**src/rtl/fetch_queue.sv**
```systemverilog
// ---------------------------------------------------------------------------
// fetch_queue
//
// Purpose:
//   Decouples the instruction cache from Decode with a small FIFO of fetch
//   packets. Each entry holds a fetch PC and a two-slot instruction packet.
//   Both handshake signals (in_ready, out_valid) are derived purely from
//   registered occupancy, so there is no combinational path between the two
//   sides of the queue and no same-cycle bypass from input to output.
//   A flush (branch/exception redirect) empties the queue in one cycle.
//   When the queue is empty the head presents PC 0 and a pair of NOPs.
//
// Parameters:
//   DEPTH     - number of packet entries (power of two, >= 2)
//   PC_WIDTH  - fetch address width
//   PKT_WIDTH - instruction packet width
//
// Ports:
//   clk        in   sole clock, rising edge
//   rst        in   synchronous active-high reset (priority over everything)
//   flush      in   discard queued and same-cycle incoming packets
//   in_valid   in   icache packet valid
//   in_ready   out  queue can accept a packet this cycle
//   in_pc      in   fetch PC of incoming packet
//   in_instr   in   incoming instruction packet
//   out_valid  out  head packet valid toward Decode
//   out_ready  in   Decode consumes head this cycle
//   out_pc     out  head PC (0 when empty)
//   out_instr  out  head packet (NOP pair when empty)
//   count      out  current occupancy, 0..DEPTH
// ---------------------------------------------------------------------------
module fetch_queue #(
  parameter int unsigned DEPTH     = 4,
  parameter int unsigned PC_WIDTH  = 32,
  parameter int unsigned PKT_WIDTH = 64
) (
  input  logic                       clk,
  input  logic                       rst,
  input  logic                       flush,
  input  logic                       in_valid,
  output logic                       in_ready,
  input  logic [PC_WIDTH-1:0]        in_pc,
  input  logic [PKT_WIDTH-1:0]       in_instr,
  output logic                       out_valid,
  input  logic                       out_ready,
  output logic [PC_WIDTH-1:0]        out_pc,
  output logic [PKT_WIDTH-1:0]       out_instr,
  output logic [$clog2(DEPTH):0]     count
);

  localparam int unsigned PTR_W = $clog2(DEPTH);

  localparam logic [PTR_W:0]       FULL_COUNT = (PTR_W + 1)'(DEPTH);
  localparam logic [PTR_W-1:0]     PTR_ONE    = PTR_W'(1);
  localparam logic [PTR_W:0]       CNT_ONE    = (PTR_W + 1)'(1);
  localparam logic [PKT_WIDTH-1:0] NOP_PAIR   = PKT_WIDTH'(64'h00000013_00000013);

  // Architectural state
  logic [PTR_W-1:0] r_head;
  logic [PTR_W-1:0] r_tail;
  logic [PTR_W:0]   r_count;

  // Entry storage; not cleared by reset or flush since only pointers and
  // count determine which entries are live.
  logic [PC_WIDTH-1:0]  r_pc_mem    [DEPTH];
  logic [PKT_WIDTH-1:0] r_instr_mem [DEPTH];

  logic w_in_ready;
  logic w_out_valid;
  logic w_push;
  logic w_pop;

  // Handshakes come from registered occupancy only.
  assign w_in_ready  = (r_count != FULL_COUNT);
  assign w_out_valid = (r_count != '0);

  // flush suppresses both transfers; rst is handled in the state register.
  assign w_push = in_valid  && w_in_ready  && !flush;
  assign w_pop  = out_ready && w_out_valid && !flush;

  always_ff @(posedge clk) begin
    if (rst || flush) begin
      r_head  <= '0;
      r_tail  <= '0;
      r_count <= '0;
    end else begin
      if (w_push) begin
        r_tail <= r_tail + PTR_ONE;
      end
      if (w_pop) begin
        r_head <= r_head + PTR_ONE;
      end
      // Simultaneous push and pop leaves occupancy unchanged.
      case ({w_push, w_pop})
        2'b10:   r_count <= r_count + CNT_ONE;
        2'b01:   r_count <= r_count - CNT_ONE;
        default: r_count <= r_count;
      endcase
    end
  end

  always_ff @(posedge clk) begin
    if (w_push) begin
      r_pc_mem[r_tail]    <= in_pc;
      r_instr_mem[r_tail] <= in_instr;
    end
  end

  always_comb begin
    in_ready  = w_in_ready;
    out_valid = w_out_valid;
    count     = r_count;
    out_pc    = '0;
    out_instr = NOP_PAIR;
    if (w_out_valid) begin
      out_pc    = r_pc_mem[r_head];
      out_instr = r_instr_mem[r_head];
    end
  end

endmodule
```
**config.mk**
```make
export PLATFORM = sky130hd
export DESIGN_NAME = fetch_queue
export DESIGN_NICKNAME = d
export VERILOG_FILES = /design/src/rtl/fetch_queue.sv
export SDC_FILE = /design/constraint.sdc
export NUM_CORES = 1
export LEC_CHECK = 0
export CAP_MARGIN = 10
export CORE_AREA = 2 2 210 212
export DETAILED_ROUTE_END_ITERATION = 10
export DIE_AREA = 0 0 212 214
export SYNTH_ARGS = -nofsm -noshare
export SYNTH_HDL_FRONTEND = slang
export SYNTH_SLANG_ARGS = --single-unit
```
**constraint.sdc**
```tcl
create_clock -name clk -period 3.9 [get_ports clk]
set_input_delay 0.585 -clock clk [delete_from_list [all_inputs] [get_ports clk]]
set_output_delay 0.585 -clock clk [all_outputs]
set_load 0.05 [all_outputs]
```
==> reports/qor.yml, run 1 <==
run_status:
  status: "finished clean"
setup_path:
  path_cells: "buf_12 > mux4_2 > and2_1 > clkdlybuf4s50_1"
  cp_data_required_time_ps: 3310
  max_stage_delay_ps: 710
  cp-start-kind: "register"
  worstPathMaxFanout: 25
  r2r_cells: 9
  reg2reg_from: "count[2]"
  r2r-end: "count[2]"
  endpoint_kind: "output port"
  cpMaxStageDelayCell: "dfxtp_4"
  critPathKind: "reg2out"
  reg2reg_slack_ps: 1390
  worstPathArrival_ps: 3030
clock_network:
  post_cts_buffers: 0
  post_cts_resized: 0
  clk_pin_slew_ps: 60
  htreeDepth: 2
  cts_root_buf: "clkbuf_16"
  insertion_delay_ps: 560
  numCtsBuffers: 43
  cts_sinks: 393
  tritoncts: "built"
  cts_hold_buf: 0
  cts_buffer_depth: 3
drt:
  routed_wl_um: 31000
  drtPass1Iterations: 4
  initialDrtViolationCount: 498
  avgViaCountPerCell: 4.72
  ant_nets: 0
  wl_per_cell_um: 20.4
  route.detailed.drc: 0
  vias: 7148
layout:
  multi_input_area_um2: 3060
  seq_area_um2: 11700
  mostFrequentLayoutCells: "edfxtp_1, clkdlybuf4s50_1, mux4_2, and2_1, clkbuf_16"
  nNetsFinal: 1003
  diodes: 0
  drive_above_1_share: 0.196
  final_common_cell: "edfxtp_1"
  fill_cells: 3662
  syn2layout_area_growth_pct: 28.4
floorplanning:
  io_pins: 202
  rows: 76
  initial_utilization: 0.349
  core_um2: 42900
  die_h_um: 214
  die_w_um: 212
  dieArea_um2: 45400
global_route:
  grt_overflow: 0
  grt_max_degree: 57
  first_global_vias: 7914
  grt_pass1_wl_um: 47400
  groute.usage.overall: 0.140
  antenna_found_initial: 2
sta:
  fin_tns_setup_ps: 0
  period_share: 0.928
  setup_violations: 0
  relSlewSlack: 0.588
  fin_worst_skew_ps: 16.0
  period_minus_slack_ps: 3620
  final-max-slew-violation-count: 0
  rsz0062_at_grt: "false"
  hold_viol_final: 0
  holdWs_ps: 492
  max_freq_ghz: 0.276
  worst_pin_slew_ps: 619
place:
  gp_congestion: 0.669
  dp.final_hpwl_um: 18400
  io_buffers: 201
worst_hold_path:
  hp-class: "reg2reg"
  whs_path_depth: 2
  hp-start: "r_head[1]"
synth:
  ys_warn_count: 0
  syn_inst: 664
  syn_nets: 771
  yosysSeqAreaShare: 0.782
  synth_cell_types: 28
  syn_avg_cell_area_um2: 22.5
  yosys_register_bits: 393
  netlist_area_um2: 15000
job:
  cap_viol_max_count: 0
power:
  power_mw: 9.10
  powerDensity_nw_per_um2: 474
  leakage_nw: 5.97
  vdd_drop_max_mv: 0.281
## where the power goes
part / switching (mW) / internal, mW
logic: 0.268 / 0.222
clock network: 1.59 / 2.31
registers: 0.0153 / 4.70
total: 1.87 / 7.23
## worst max-delay path by stage
| stage | endpoint | startpoint | slack [ps] | depth (start not counted) |
|---|---|---|---|---|
| 6_report | out_instr[60] | register | 280 | 4 |
| 5_1_grt | out_instr[60] | register | 80 | 4 |
| 4_1_cts | out_instr[56] | register | 160 | 4 |
| 3_5_place_dp | out_instr[56] | register | 780 | 4 |
| 3_3_place_gp | out_instr[62] | register | 780 | 4 |
| 2_1_floorplan | r_instr_mem[0][0] | count[0] | 980 | 3 |
## critical path, delay by kind of cell, from the launching register on
family | cells | cell delay, ps
buffers and inverters | 2 | 1010
flip-flops | 1 | 710
AND/OR/NAND/NOR | 1 | 200
multiplexers | 1 | 530
## per-stage QoR
stage / instance area (um^2) / setup WS, ps / util / instances
final: 19200 / 282 / 0.448 / 1514
after detailed placement: 17900 / 778 / 0.417 / 1436
after global routing: 19200 / 75.4 / 0.448 / 1514
after global placement: 17900 / 780 / 0.417 / 1436
after floorplan: 15000 / 977 / - / 664
after CTS: 19200 / 158 / 0.448 / 1514
## Yosys cell counts
cell type / number / area [um^2]
and2_1: 91 / 569
a21o_1: 1 / 7.51
buf_2: 12 / 60.1
nor3_2: 1 / 10.0
a21oi_1: 4 / 20.0
inv_1: 6 / 22.5
nand2_1: 1 / 3.75
or2_1: 6 / 37.5
inv_2: 1 / 3.75
nand3_1: 1 / 5.00
edfxtp_1: 384 / 11500
ha_1: 5 / 62.6
o31ai_1: 2 / 15.0
buf_6: 5 / 56.3
and3_1: 4 / 25.0
dfxtp_1: 9 / 180
nand4_1: 1 / 6.26
or3_1: 2 / 12.5
xor2_1: 3 / 26.3
o21ai_0: 2 / 10.0
buf_12: 1 / 20.0
clkbuf_1: 15 / 56.3
or3b_1: 1 / 8.76
nor2_1: 7 / 26.3
or2_2: 1 / 6.26
nor2b_1: 1 / 6.26
fa_1: 1 / 20.0
mux4_2: 96 / 2160
## logic make-up after synthesis
group,count (synthesis),synth area share
compound gates,9,0.00351
xor+xnor,3,0.00176
fa+ha+maj,6,0.00552
buf+inv,40,0.0146
flops,393,0.782
mux,96,0.144
simple gates,117,0.0479
## metal layers
layer	global-route usage	up-vias	share of wire
met5	0	-	0.00081
met4	0.0462	4	0.021
met3	0.0405	52	0.065
met2	0.240	183	0.51
met1	0.168	3726	0.40
li1	-	3183	-
## state kept, by name (all words and copies together), names as in the netlist, named ones only
name,cells
count,3
r_head,2
r_instr_mem,256
r_pc_mem,128
r_tail,2
## cell type report
cell class	count	area share
Clock buffer	53	0.0585
Clock inverter	25	0.0119
Inverter	7	0.00137
Multi-Input combinational cell	231	0.159
Sequential cell	393	0.610
Tap cell	585	0.0381
Timing Repair Buffer	220	0.121
Power figures use the tool's default switching activity.
==> run 2, diff against run 1 <==
--- a/config.mk
+++ b/config.mk
@@ -6,9 +6,13 @@
 export NUM_CORES = 1
 export LEC_CHECK = 0
 export CAP_MARGIN = 10
+export CELL_PAD_IN_SITES_DETAIL_PLACEMENT = 1
+export CELL_PAD_IN_SITES_GLOBAL_PLACEMENT = 2
 export CORE_AREA = 2 2 210 212
 export DETAILED_ROUTE_END_ITERATION = 10
 export DIE_AREA = 0 0 212 214
+export PLACE_DENSITY_LB_ADDON = 0.1
+export SETUP_SLACK_MARGIN = 0.1
 export SYNTH_ARGS = -nofsm -noshare
 export SYNTH_HDL_FRONTEND = slang
 export SYNTH_SLANG_ARGS = --single-unit
==> reports/qor.yml, run 2 (synthesized netlist as in run 1, its figures left out) <==
power:
  swShare: 0.201  # was 0.205
  power_mw: 9.15  # was 9.10 mW
  seq_power_share: 0.515  # was 0.518
  netSwitchingPower_mw: 1.84  # was 1.87 mW
  vdd_drop_max_mv: 0.336  # was 0.281 mV
  powerDensity_nw_per_um2: 476  # was 474 nW/um^2
  leakage_nw: 5.99  # was 5.97 nW
  p_clk_frac: 0.430  # was 0.428
  p_int_mw: 7.31  # was 7.23 mW
  p_comb_frac: 0.054  # about the same
layout:
  fill_cells: 3989  # was 3,662
  top_register: "r_instr_mem"  # unchanged
  seq_area_um2: 11700  # unchanged
  multi_input_area_um2: 3060  # unchanged
  largest_reg_flops: 256  # unchanged
  fin_util: 0.448  # about the same
  final_cells: 1512  # was 1,514
  final_common_cell: "edfxtp_1"  # unchanged
  drive_above_1_share: 0.196  # about the same
  nNetsFinal: 1008  # was 1,003
  mostFrequentLayoutCells: "edfxtp_1, clkdlybuf4s50_1, mux4_2, and2_1, clkbuf_16"  # unchanged
  final_area_um2: 19200  # about the same
  diodes: 0  # unchanged
  syn2layout_area_growth_pct: 28.4  # about the same
sta:
  fin_worst_skew_ps: 11.7  # was 16.0 ps
  max_freq_ghz: 0.281  # was 0.276 GHz
  period_share: 0.911  # was 0.928
  rsz0062_at_grt: "false"  # unchanged
  hold_viol_final: 0  # unchanged
  relSlewSlack: 0.582  # was 0.588
  fin_tns_setup_ps: 0  # unchanged
  worst_pin_slew_ps: 625  # was 619 ps
  setup_ws_ps: 346  # was 282 ps
  period_minus_slack_ps: 3550  # was 3620 ps
  setup_violations: 0  # unchanged
  holdWs_ps: 503  # was 492 ps
  final-max-slew-violation-count: 0  # unchanged
clock_network:
  cts_sinks: 393  # unchanged
  cts_hold_buf: 0  # unchanged
  clk_pin_slew_ps: 60  # about the same
  htreeDepth: 2  # unchanged
  tritoncts: "built"  # unchanged
  cts_root_buf: "clkbuf_16"  # unchanged
  numCtsBuffers: 44  # was 43
  post_cts_resized: 0  # unchanged
  insertion_delay_ps: 560  # about the same
  post_cts_buffers: 0  # unchanged
  cts_buffer_depth: 3  # unchanged
setup_path:
  cp-start-kind: "register"  # unchanged
  reg2reg_slack_ps: 1340  # was 1390 ps
  reg2reg_from: "count[2]"  # unchanged
  r2r-end: "count[2]"  # unchanged
  r2r_cells: 9  # unchanged
  endpoint_kind: "output port"  # unchanged
  worstPathMaxFanout: 22  # was 25
  critPathKind: "reg2out"  # unchanged
  worstPathArrival_ps: 2970  # was 3030 ps
  cp_data_required_time_ps: 3310  # about the same
global_route:
  grt_max_degree: 51  # was 57
  grt_pass1_wl_um: 51800  # was 47,400 um
  first_global_vias: 8370  # was 7,914
  groute.usage.overall: 0.153  # was 0.140
  grt_overflow: 0  # unchanged
  antenna_found_initial: 5  # was 2
drt:
  ant_nets: 0  # unchanged
  initialDrtViolationCount: 349  # was 498
  routed_wl_um: 33500  # was 31,000 um
  wl_per_cell_um: 22.2  # was 20.4 um
  avgViaCountPerCell: 4.75  # was 4.72
  vias: 7179  # was 7,148
  drtPass1Iterations: 4  # unchanged
  route.detailed.drc: 0  # unchanged
place:
  dp_worst_setup_slack_ps: 865  # was 778 ps
  place_area_um2: 17800  # was 17,900 um^2
  gp_congestion: 0.659  # was 0.669
  dp.final_hpwl_um: 20800  # was 18,400 um
  dp_cells: 1440  # was 1,436
  io_buffers: 201  # unchanged
run_status:
  status: "finished clean"  # unchanged
floorplanning:
  die_w_um: 212  # unchanged
  core_um2: 42900  # unchanged
  io_pins: 202  # unchanged
  dieArea_um2: 45400  # unchanged
  rows: 76  # unchanged
  initial_utilization: 0.349  # unchanged
  die_h_um: 214  # unchanged
worst_hold_path:
  whs_path_depth: 2  # unchanged
  hp-start: "r_head[1]"  # unchanged
  hp-class: "reg2reg"  # unchanged
job:
  cap_viol_max_count: 0  # unchanged
==> run 2: worst max-delay path by stage <==
stage | startpoint | end | slack, ps | cells past startpoint
2_1_floorplan | count[0] | r_instr_mem[0][0] | 980 | 3
5_1_grt | register | out_instr[36] | 180 | 4
4_1_cts | register | out_pc[5] | 250 | 4
6_report | register | out_pc[7] | 350 | 4
3_5_place_dp | register | out_pc[8] | 860 | 4
3_3_place_gp | register | out_instr[49] | 870 | 4
==> run 2: final cells by class <==
type                            instances  area share
Tap cell                              585      0.0381
Multi-Input combinational cell        231       0.159
Clock buffer                           55      0.0617
Inverter                                7     0.00137
Timing Repair Buffer                  224       0.120
Clock inverter                         17     0.00964
Sequential cell                       393       0.610
==> run 2: metal layers <==
metal / share of wire / track usage
met4: 0.019 / 0.0481
met3: 0.070 / 0.0460
met2: 0.51 / 0.260
met1: 0.40 / 0.188
met5: 0.0020 / 0
==> run 2: power by group through the flow <==
stage / Combinational, mW / Sequential, mW / Clock [mW]
floorplan: 0.239 / 4.80 / 0
global placement: 0.491 / 4.80 / 0
detailed placement: 0.505 / 4.80 / 0
CTS: 0.507 / 4.72 / 4.07
global route: 0.531 / 4.72 / 4.21
finish: 0.495 / 4.72 / 3.94
==> run 2: critical path, stage by stage, from the launching register on <==
cell and delay, ps:
dfxtp_4 710, buf_4 310, mux4_2 520, and2_1 180, clkdlybuf4s50_1 700
